===== src/rtl/fifo_tx_drain_ctrl.sv =====
// Read-side drain sequencer: pops the async FIFO and hands bytes to UART TX one frame at a time.
// Optional inter-frame gap (GAP state, GAP_CYCLES port) is built when FRAME_GAP_EN is defined.
module fifo_tx_drain_ctrl #(
  parameter int unsigned DATA_WIDTH = 8,
  parameter int unsigned RD_LAT     = 1,
  parameter int unsigned CNT_WIDTH  = 16
) (
  input  logic                  CLK,
  input  logic                  RST,
  input  logic                  EN,
  input  logic                  FIFO_EMPTY,
  input  logic [DATA_WIDTH-1:0] FIFO_RDATA,
  output logic                  RD_INC,
  input  logic                  TX_BUSY,
  output logic [DATA_WIDTH-1:0] TX_P_DATA,
  output logic                  TX_DATA_VALID,
  output logic [CNT_WIDTH-1:0]  FRAME_CNT,
  output logic                  CTRL_IDLE
`ifdef FRAME_GAP_EN
  ,
  input  logic [7:0]            GAP_CYCLES
`endif
);

  localparam int unsigned LAT_W = 2;
  localparam int unsigned GAP_W = 8;

  typedef enum logic [2:0] {
    S_IDLE      = 3'd0,
    S_POP       = 3'd1,
    S_WAIT_DATA = 3'd2,
    S_SEND      = 3'd3,
    S_WAIT_DONE = 3'd4
`ifdef FRAME_GAP_EN
    ,
    S_GAP       = 3'd5
`endif
  } state_e;

  state_e                state_q, state_d;
  logic [LAT_W-1:0]      lat_cnt_q, lat_cnt_d;
  logic [GAP_W-1:0]      gap_cnt_q, gap_cnt_d;
  logic [DATA_WIDTH-1:0] tx_data_q, tx_data_d;
  logic [CNT_WIDTH-1:0]  frame_cnt_q, frame_cnt_d;
  logic                  rd_inc_q, rd_inc_d;
  logic                  tx_valid_q, tx_valid_d;
  logic                  ctrl_idle_q, ctrl_idle_d;

  // Next-state and next-output logic; outputs are decoded from the next state so they register with it.
  always_comb begin
    state_d     = state_q;
    lat_cnt_d   = lat_cnt_q;
    gap_cnt_d   = gap_cnt_q;
    tx_data_d   = tx_data_q;
    frame_cnt_d = frame_cnt_q;

    case (state_q)
      S_IDLE: begin
        if (EN && !FIFO_EMPTY && !TX_BUSY) begin
          state_d = S_POP;
        end
      end
      S_POP: begin
        lat_cnt_d = LAT_W'(RD_LAT - 1);
        state_d   = S_WAIT_DATA;
      end
      S_WAIT_DATA: begin
        if (lat_cnt_q == '0) begin
          tx_data_d = FIFO_RDATA;
          state_d   = S_SEND;
        end else begin
          lat_cnt_d = lat_cnt_q - LAT_W'(1);
        end
      end
      S_SEND: begin
        if (TX_BUSY) begin
          frame_cnt_d = frame_cnt_q + CNT_WIDTH'(1);
          state_d     = S_WAIT_DONE;
        end
      end
      S_WAIT_DONE: begin
        if (!TX_BUSY) begin
`ifdef FRAME_GAP_EN
          if (GAP_CYCLES != 8'd0) begin
            gap_cnt_d = GAP_CYCLES;
            state_d   = S_GAP;
          end else begin
            state_d   = S_IDLE;
          end
`else
          state_d = S_IDLE;
`endif
        end
      end
`ifdef FRAME_GAP_EN
      S_GAP: begin
        if (gap_cnt_q <= GAP_W'(1)) begin
          gap_cnt_d = '0;
          state_d   = S_IDLE;
        end else begin
          gap_cnt_d = gap_cnt_q - GAP_W'(1);
        end
      end
`endif
      default: begin
        state_d = S_IDLE;
      end
    endcase

    rd_inc_d    = (state_d == S_POP);
    tx_valid_d  = (state_d == S_SEND);
    ctrl_idle_d = (state_d == S_IDLE);
  end

  always_ff @(posedge CLK or negedge RST) begin
    if (!RST) begin
      state_q     <= S_IDLE;
      lat_cnt_q   <= '0;
      gap_cnt_q   <= '0;
      tx_data_q   <= '0;
      frame_cnt_q <= '0;
      rd_inc_q    <= 1'b0;
      tx_valid_q  <= 1'b0;
      ctrl_idle_q <= 1'b1;
    end else begin
      state_q     <= state_d;
      lat_cnt_q   <= lat_cnt_d;
      gap_cnt_q   <= gap_cnt_d;
      tx_data_q   <= tx_data_d;
      frame_cnt_q <= frame_cnt_d;
      rd_inc_q    <= rd_inc_d;
      tx_valid_q  <= tx_valid_d;
      ctrl_idle_q <= ctrl_idle_d;
    end
  end

  assign RD_INC        = rd_inc_q;
  assign TX_P_DATA     = tx_data_q;
  assign TX_DATA_VALID = tx_valid_q;
  assign FRAME_CNT     = frame_cnt_q;
  assign CTRL_IDLE     = ctrl_idle_q;

endmodule


===== config.mk =====
export PLATFORM = sky130hd
export DESIGN_NAME = fifo_tx_drain_ctrl
export DESIGN_NICKNAME = d
export VERILOG_FILES = /design/src/rtl/fifo_tx_drain_ctrl.sv
export SDC_FILE = /design/constraint.sdc
export NUM_CORES = 1
export LEC_CHECK = 0
export CORE_AREA = 2 2 57 59
export DETAILED_ROUTE_END_ITERATION = 16
export DIE_AREA = 0 0 59 61
export PLACE_DENSITY_LB_ADDON = 0.15
export SLEW_MARGIN = 5
export SYNTH_ARGS = -nofsm -noshare
export SYNTH_HDL_FRONTEND = slang
export SYNTH_SLANG_ARGS = --single-unit

===== constraint.sdc =====
create_clock -name CLK -period 3.3 [get_ports CLK]
set_input_delay 0.99 -clock CLK [delete_from_list [all_inputs] [get_ports CLK]]
set_output_delay 0.99 -clock CLK [all_outputs]
set_load 0.01 [all_outputs]

==> results of run 1 <==
[placed cells by master (no fill, tap or decap), types with 2 or more instances in the layout]
master           instances
nand3_1                  4
clkbuf_1                 2
xnor2_1                 10
a21oi_1                  5
dfrtp_1                 31
clkdlybuf4s50_1         39
xor2_1                   5
mux2_1                   8
nand4_1                  3
nor2_1                   3
nor4_4                   2
inv_1                    3
clkbuf_4                 5
nor3_1                   6
nand2_1                 11
ha_1                     2
nand2b_1                 4
o21ai_0                  3
nor4_1                   2
[cells in the mapped netlist (2+ instances only)]
library cell	count
dfrtp_1	31
o21ai_0	3
xor2_1	5
nand2b_1	4
nand2_1	11
inv_1	3
xnor2_1	10
nand4_1	3
mux2_1	8
nor2_1	3
nand3_1	4
nor3_1	6
ha_1	2
nor4_4	2
nor4_1	2
a21oi_1	5
[kinds of logic (layout without fill, tap and decap cells)]
kind of cell	after synthesis	in the layout	share of synthesized area, %
and+or+nand+nor	46	46	21.90
AOI/OAI and AO/OA	11	11	4.244
xor gates and xnor gates	15	15	8.913
DFF	32	32	54.41
muxes	8	8	6.112
adders and majority gates	2	2	1.698
buffers and inverters	7	51	2.716
[power breakdown]
group | switching, W | internal (W)
clock | 0.000125 | 0.000105
sequential | 0.000109 | 0.000500
combinational | 0.000228 | 0.000283
total | 0.000463 | 0.000888
[sequential cells by signal (all words and copies together), names as in the netlist]
register,cells
state_q,3
TX_DATA_VALID,1
FRAME_CNT,16
CTRL_IDLE,1
lat_cnt_q,2
RD_INC,1
TX_P_DATA,8
[per-stage QoR]
step           total power [W]  worst slack, ns  util [%]  instance area, µm²
3_5_place_dp          0.001133           0.7488     63.81                1884
5_1_grt               0.001441           0.8567     65.81                1943
3_3_place_gp          0.001115           0.7865     63.81                1884
4_1_cts               0.001365           0.9020     65.81                1943
2_1_floorplan        0.0009030            1.323         -                1474
6_report              0.001351           0.9170     65.81                1943
[metal layers]
metal,GRT usage [%],up-vias,wire [µm]
met4,11.04,0,48
met3,4.691,5,208
met5,0,-,0
met1,21.34,500,1179
li1,-,505,-
met2,27.78,39,1308
[worst paths after layout]
kind,to,slack (ns)
worst max-delay path,FRAME_CNT[3],0.92
worst min-delay path,FRAME_CNT[15]$_DFFE_PN0P_,0.47
worst max register to register,TX_P_DATA[5]$_DFFE_PN0P_,1.73
worst min register to register,FRAME_CNT[15]$_DFFE_PN0P_,0.47
max in group asynchronous,CTRL_IDLE$_DFF_PN1_,1.93
min in group asynchronous,TX_P_DATA[0]$_DFFE_PN0P_,1.05
[cell type report]
| cell class | instances | area (µm²) |
|---|---|---|
| Sequential cell | 32 | 802.0 |
| Inverter | 3 | 11.26 |
| Multi-Input combinational cell | 82 | 631.9 |
| Fill cell | 248 | 1010 |
| Clock buffer | 8 | 58.81 |
| Tap cell | 33 | 41.29 |
| Timing Repair Buffer | 40 | 397.9 |
==> flow_metrics.env, run 1 <==
export IMPL_yosysTopAreaCellShare_pct=52.63
export IMPL_status="finished clean"
export IMPL_clk_pin_slew_worst_paths_ns=0.09
export IMPL_cts_root_buf="clkbuf_4"
export IMPL_cts_sinks=32
export IMPL_grt_pass1_vias=1023
export IMPL_overflow=0
export IMPL_grt_pass1_wl_um=4581
export IMPL_post_drt_wl_per_cell_um=13.86
export IMPL_crit_buf_inv=1
export IMPL_synth_cells=121
export IMPL_vias=1049
export IMPL_post_cts_setup_buffers=0
export IMPL_htree_num_levels=2
export IMPL_slowest_delay_ns=0.59
export IMPL_seq_area_frac_synth_pct=54.41
export IMPL_worstPathArrival_ns=1.39
export IMPL_holdPathStages=1
export IMPL_min_delay_start="FRAME_CNT[15]$_DFFE_PN0P_"
export IMPL_rows=20
export IMPL_r2r_cells=5
export IMPL_yosysWarnings=0
export IMPL_setup_violations=0
export IMPL_reg2reg_from="lat_cnt_q[0]$_DFFE_PN0P_"
export IMPL_rsz0062_at_grt="false"
export IMPL_num_io_pins=40
export IMPL_relSlewSlack_pct=74.07
export IMPL_portBuffers=39
export IMPL_synth_edf_count=0
export IMPL_areaGrowthSynthToFinish_pct=31.83
export IMPL_layout_drive_gt1_share_pct=9.697
export IMPL_fin_cells=198
export IMPL_placed_cells=190
export IMPL_min_period_over_period_pct=72.21
export IMPL_grt_max_degree=33
export IMPL_postCtsResizedCells=0
export IMPL_synth_distinct_cells=35
export IMPL_cp_end_kind="primary output"
export IMPL_skew_ns=0.006578
export IMPL_synthArstFlopShare_pct=100.0
export IMPL_crit_path_start="FRAME_CNT[3]$_DFFE_PN0P_"
export IMPL_netlist_top_cell_by_area="dfrtp_1"
export IMPL_ys_ff_latch=32
export IMPL_firstDrtPassIters=4
export IMPL_synthFlopType="dfrtp_1"
export IMPL_grt_usage_pct=17.53
export IMPL_core_um2=2953
export IMPL_total_leakage_power_nw=0.8547
export IMPL_synth_area_per_cell_um2=12.18
export IMPL_cp_depth=1
export IMPL_dr_first_iter_drc_count=28
export IMPL_syn_nets=136
export IMPL_cp_top_family="buffers and inverters"
export IMPL_critPathKind="register to primary output"
export IMPL_viasPerCell=5.298
export IMPL_die_y_um=61
export IMPL_gp_congestion=0.7492
export IMPL_maxCapViolCount=0
export IMPL_final_max_slew_viol_count=0
export IMPL_die_w_um=59
export IMPL_max_clock_freq_mhz=419.6
export IMPL_cts_tree="yes"
export IMPL_hold_violations=0
export IMPL_period_needed_ns=2.383
export IMPL_power_per_cell_area_nw_per_um2=695.3
export IMPL_nets=179
export IMPL_drtAntennaViolNets=0
export IMPL_diodes=0
export IMPL_dieArea_um2=3599
export IMPL_antenna_found_initial=0
export IMPL_tns_ns=0
export IMPL_drc=0
export IMPL_slowest_stage="clkdlybuf4s50_1"
export IMPL_netlist_area_um2=1474
export IMPL_path_max_fanout=6
export IMPL_startpoint_type="register"
export IMPL_crit_path_cell_trace="clkdlybuf4s50_1"
export IMPL_totalWireLength_um=2745
export IMPL_fin_hold_ws_ns=0.4720
export IMPL_initial_core_util_pct=49.92
export IMPL_worstHoldPathType="register to register"
export IMPL_postCtsHoldBufs=0
export IMPL_numCtsBuffers=5
export IMPL_clk_latency_ns=0.33
export IMPL_synth_area_leaders="dfrtp_1 53%, mux2_1 6.1%, xnor2_1 5.9%"
export IMPL_peakVddDrop_mv=0.4912
export IMPL_dp_hpwl_um=2063
export IMPL_clockBufferDepth=2
export IMPL_cp_required_ns=2.31
export IMPL_tightest_slew_ns=0.3889
Note: power is estimated with default switching activity, not from simulation.
==> run 2: changes to the inputs <==
Settings changed: CORE_AREA 2 2 57 59 to 2 2 62 64, DIE_AREA 0 0 59 61 to 0 0 64 66.
Clock period 3.3 ns to 2.1 ns, I/O delays scaled along.
==> run 2 against run 1 <==
- power is 57% higher
- worst setup slack worse by 0.84 ns
- via count is 0.67% higher
- sequential cell count stayed put
- final area is 2.1% higher
- wire length is 0.18% higher
- largest cell class unchanged
- highest routed layer unchanged
==> flow_metrics.env, run 2 (same netlist as run 1, synthesis figures left out) <==
export IMPL_final_common_cell="clkdlybuf4s50_1"
export IMPL_multiInputGateArea_um2=631.9
export IMPL_core_um2=3551
export IMPL_num_io_pins=40
export IMPL_layout_drive_gt1_share_pct=11.31
export IMPL_clockBufferDepth=2
export IMPL_p_int_w=0.001403
export IMPL_period_needed_ns=2.022
export IMPL_cts_sinks=32
export IMPL_htree_num_levels=2
export IMPL_place_ws_ns=0.02879
export IMPL_wl_met1_um=1197
export IMPL_grt_max_degree=33
export IMPL_tightest_slew_ns=0.3996
export IMPL_post_drt_wl_per_cell_um=12.73
export IMPL_post_route_util_pct=55.88
export IMPL_path_max_fanout=1
export IMPL_dieArea_um2=4224
export IMPL_dr_first_iter_drc_count=34
export IMPL_p_comb_share_pct=37.9
export IMPL_tns_ns=0
export IMPL_cp_top_family="flip-flops"
export IMPL_totalWireLength_um=2750
export IMPL_seqCellArea_um2=802.0
export IMPL_grt_pass1_wl_um=5023
export IMPL_overflow=0
export IMPL_vias=1056
export IMPL_slowest_delay_ns=0.53
export IMPL_antenna_found_initial=0
export IMPL_rsz0062_at_grt="false"
export IMPL_postCtsResizedCells=0
export IMPL_nets=182
export IMPL_clk_pin_slew_worst_paths_ns=0.10
export IMPL_final_max_slew_viol_count=0
export IMPL_skew_ns=0.009271
export IMPL_drc=0
export IMPL_p_seq_share_pct=45.1
export IMPL_firstDrtPassIters=3
export IMPL_switching_share_pct=33.97
export IMPL_clk_latency_ns=0.33
export IMPL_rows=22
export IMPL_crit_buf_inv=1
export IMPL_largest_register_ffs=16
export IMPL_cp_end_kind="primary output"
export IMPL_viasPerCell=4.889
export IMPL_maxCapViolCount=0
export IMPL_diodes=0
export IMPL_placed_cells=208
export IMPL_total_leakage_power_nw=0.8703
export IMPL_setup_violations=0
export IMPL_dp_hpwl_um=2011
export IMPL_numCtsBuffers=5
export IMPL_grt_usage_pct=15.65
export IMPL_die_w_um=64
export IMPL_cts_root_buf="clkbuf_4"
export IMPL_die_y_um=66
export IMPL_initial_core_util_pct=41.51
export IMPL_power_frac_clock_pct=16.9
export IMPL_slowest_stage="dfstp_2"
export IMPL_worstHoldPathType="register to register"
export IMPL_hold_violations=0
export IMPL_switchingPower_w=0.0007219
export IMPL_crit_path_cell_trace="clkdlybuf4s50_1"
export IMPL_portBuffers=39
export IMPL_power_per_cell_area_nw_per_um2=1071
export IMPL_startpoint_type="register"
export IMPL_max_clock_freq_mhz=494.6
export IMPL_cts_tree="yes"
export IMPL_met2_length_um=1349
export IMPL_grt_pass1_vias=1102
export IMPL_postCtsHoldBufs=0
export IMPL_peakVddDrop_mv=0.6639
export IMPL_worstPathArrival_ns=1.39
export IMPL_dr_wl_met3_um=163
export IMPL_post_cts_setup_buffers=0
export IMPL_p_total_w=0.002125
export IMPL_fin_ws_ns=0.07829
export IMPL_top_layer="met4"
export IMPL_min_period_over_period_pct=96.27
export IMPL_final_cell_mix="39 x clkdlybuf4s50_1, 31 x dfrtp_1, 11 x nand2_1"
export IMPL_nFillCells=303
export IMPL_fin_cells=216
export IMPL_areaGrowthSynthToFinish_pct=34.63
export IMPL_cp_required_ns=1.47
export IMPL_status="finished clean"
export IMPL_drtAntennaViolNets=0
export IMPL_critPathKind="register to primary output"
export IMPL_gp_congestion=0.7581
export IMPL_relSlewSlack_pct=73.36
run 2: cell count changes in the layout (fill, tap and decap cells not counted), sizes merged:
cell,before,now
buf,1,4
run 2: layout make-up:
| class | count | share of cell area (%) |
|---|---|---|
| flip-flops and latches | 32 | 40.42 |
| multi-input cells | 82 | 31.84 |
| clock buffers | 8 | 2.963 |
| well taps | 48 | 3.026 |
| inverters | 3 | 0.5675 |
| repair buffers | 43 | 21.19 |
run 2: layer usage:
metal | up-vias | GRT usage (%)
met4 | 0 | 7.609
met5 | - | 0
met3 | 4 | 4.089
met1 | 507 | 18.38
li1 | 512 | -
met2 | 33 | 26.56
run 2: path summary, 6_finish.rpt:
kind	from	endpoint	slack (ns)	depth (start not counted)
min in group asynchronous	RST	TX_DATA_VALID$_DFF_PN0_	0.70	2
max in group asynchronous	RST	CTRL_IDLE$_DFF_PN1_	1.09	2
hold reg to reg	FRAME_CNT[15]$_DFFE_PN0P_	FRAME_CNT[15]$_DFFE_PN0P_	0.48	1
setup / recovery	CTRL_IDLE$_DFF_PN1_	CTRL_IDLE	0.08	1
setup reg to reg	lat_cnt_q[0]$_DFFE_PN0P_	TX_P_DATA[5]$_DFFE_PN0P_	0.53	5
hold / removal	FRAME_CNT[15]$_DFFE_PN0P_	FRAME_CNT[15]$_DFFE_PN0P_	0.48	1
run 2: through the flow:
stage                     hold slack (ns)  area, µm²
after floorplan                    0.3344       1474
after global placement             0.4620       1926
after detailed placement           0.4710       1926
after CTS                          0.4878       1984
after global routing               0.5023       1984
final                              0.4814       1984
run 2: power groups by stage:
stage                     clock (W)  combinational [W]  sequential (W)
after floorplan                   0           0.000454        0.000965
after global placement            0           0.000804        0.000963
after detailed placement          0           0.000814        0.000971
after CTS                  0.000378           0.000819        0.000959
after global routing       0.000419           0.000890        0.000987
final                      0.000360           0.000806        0.000959
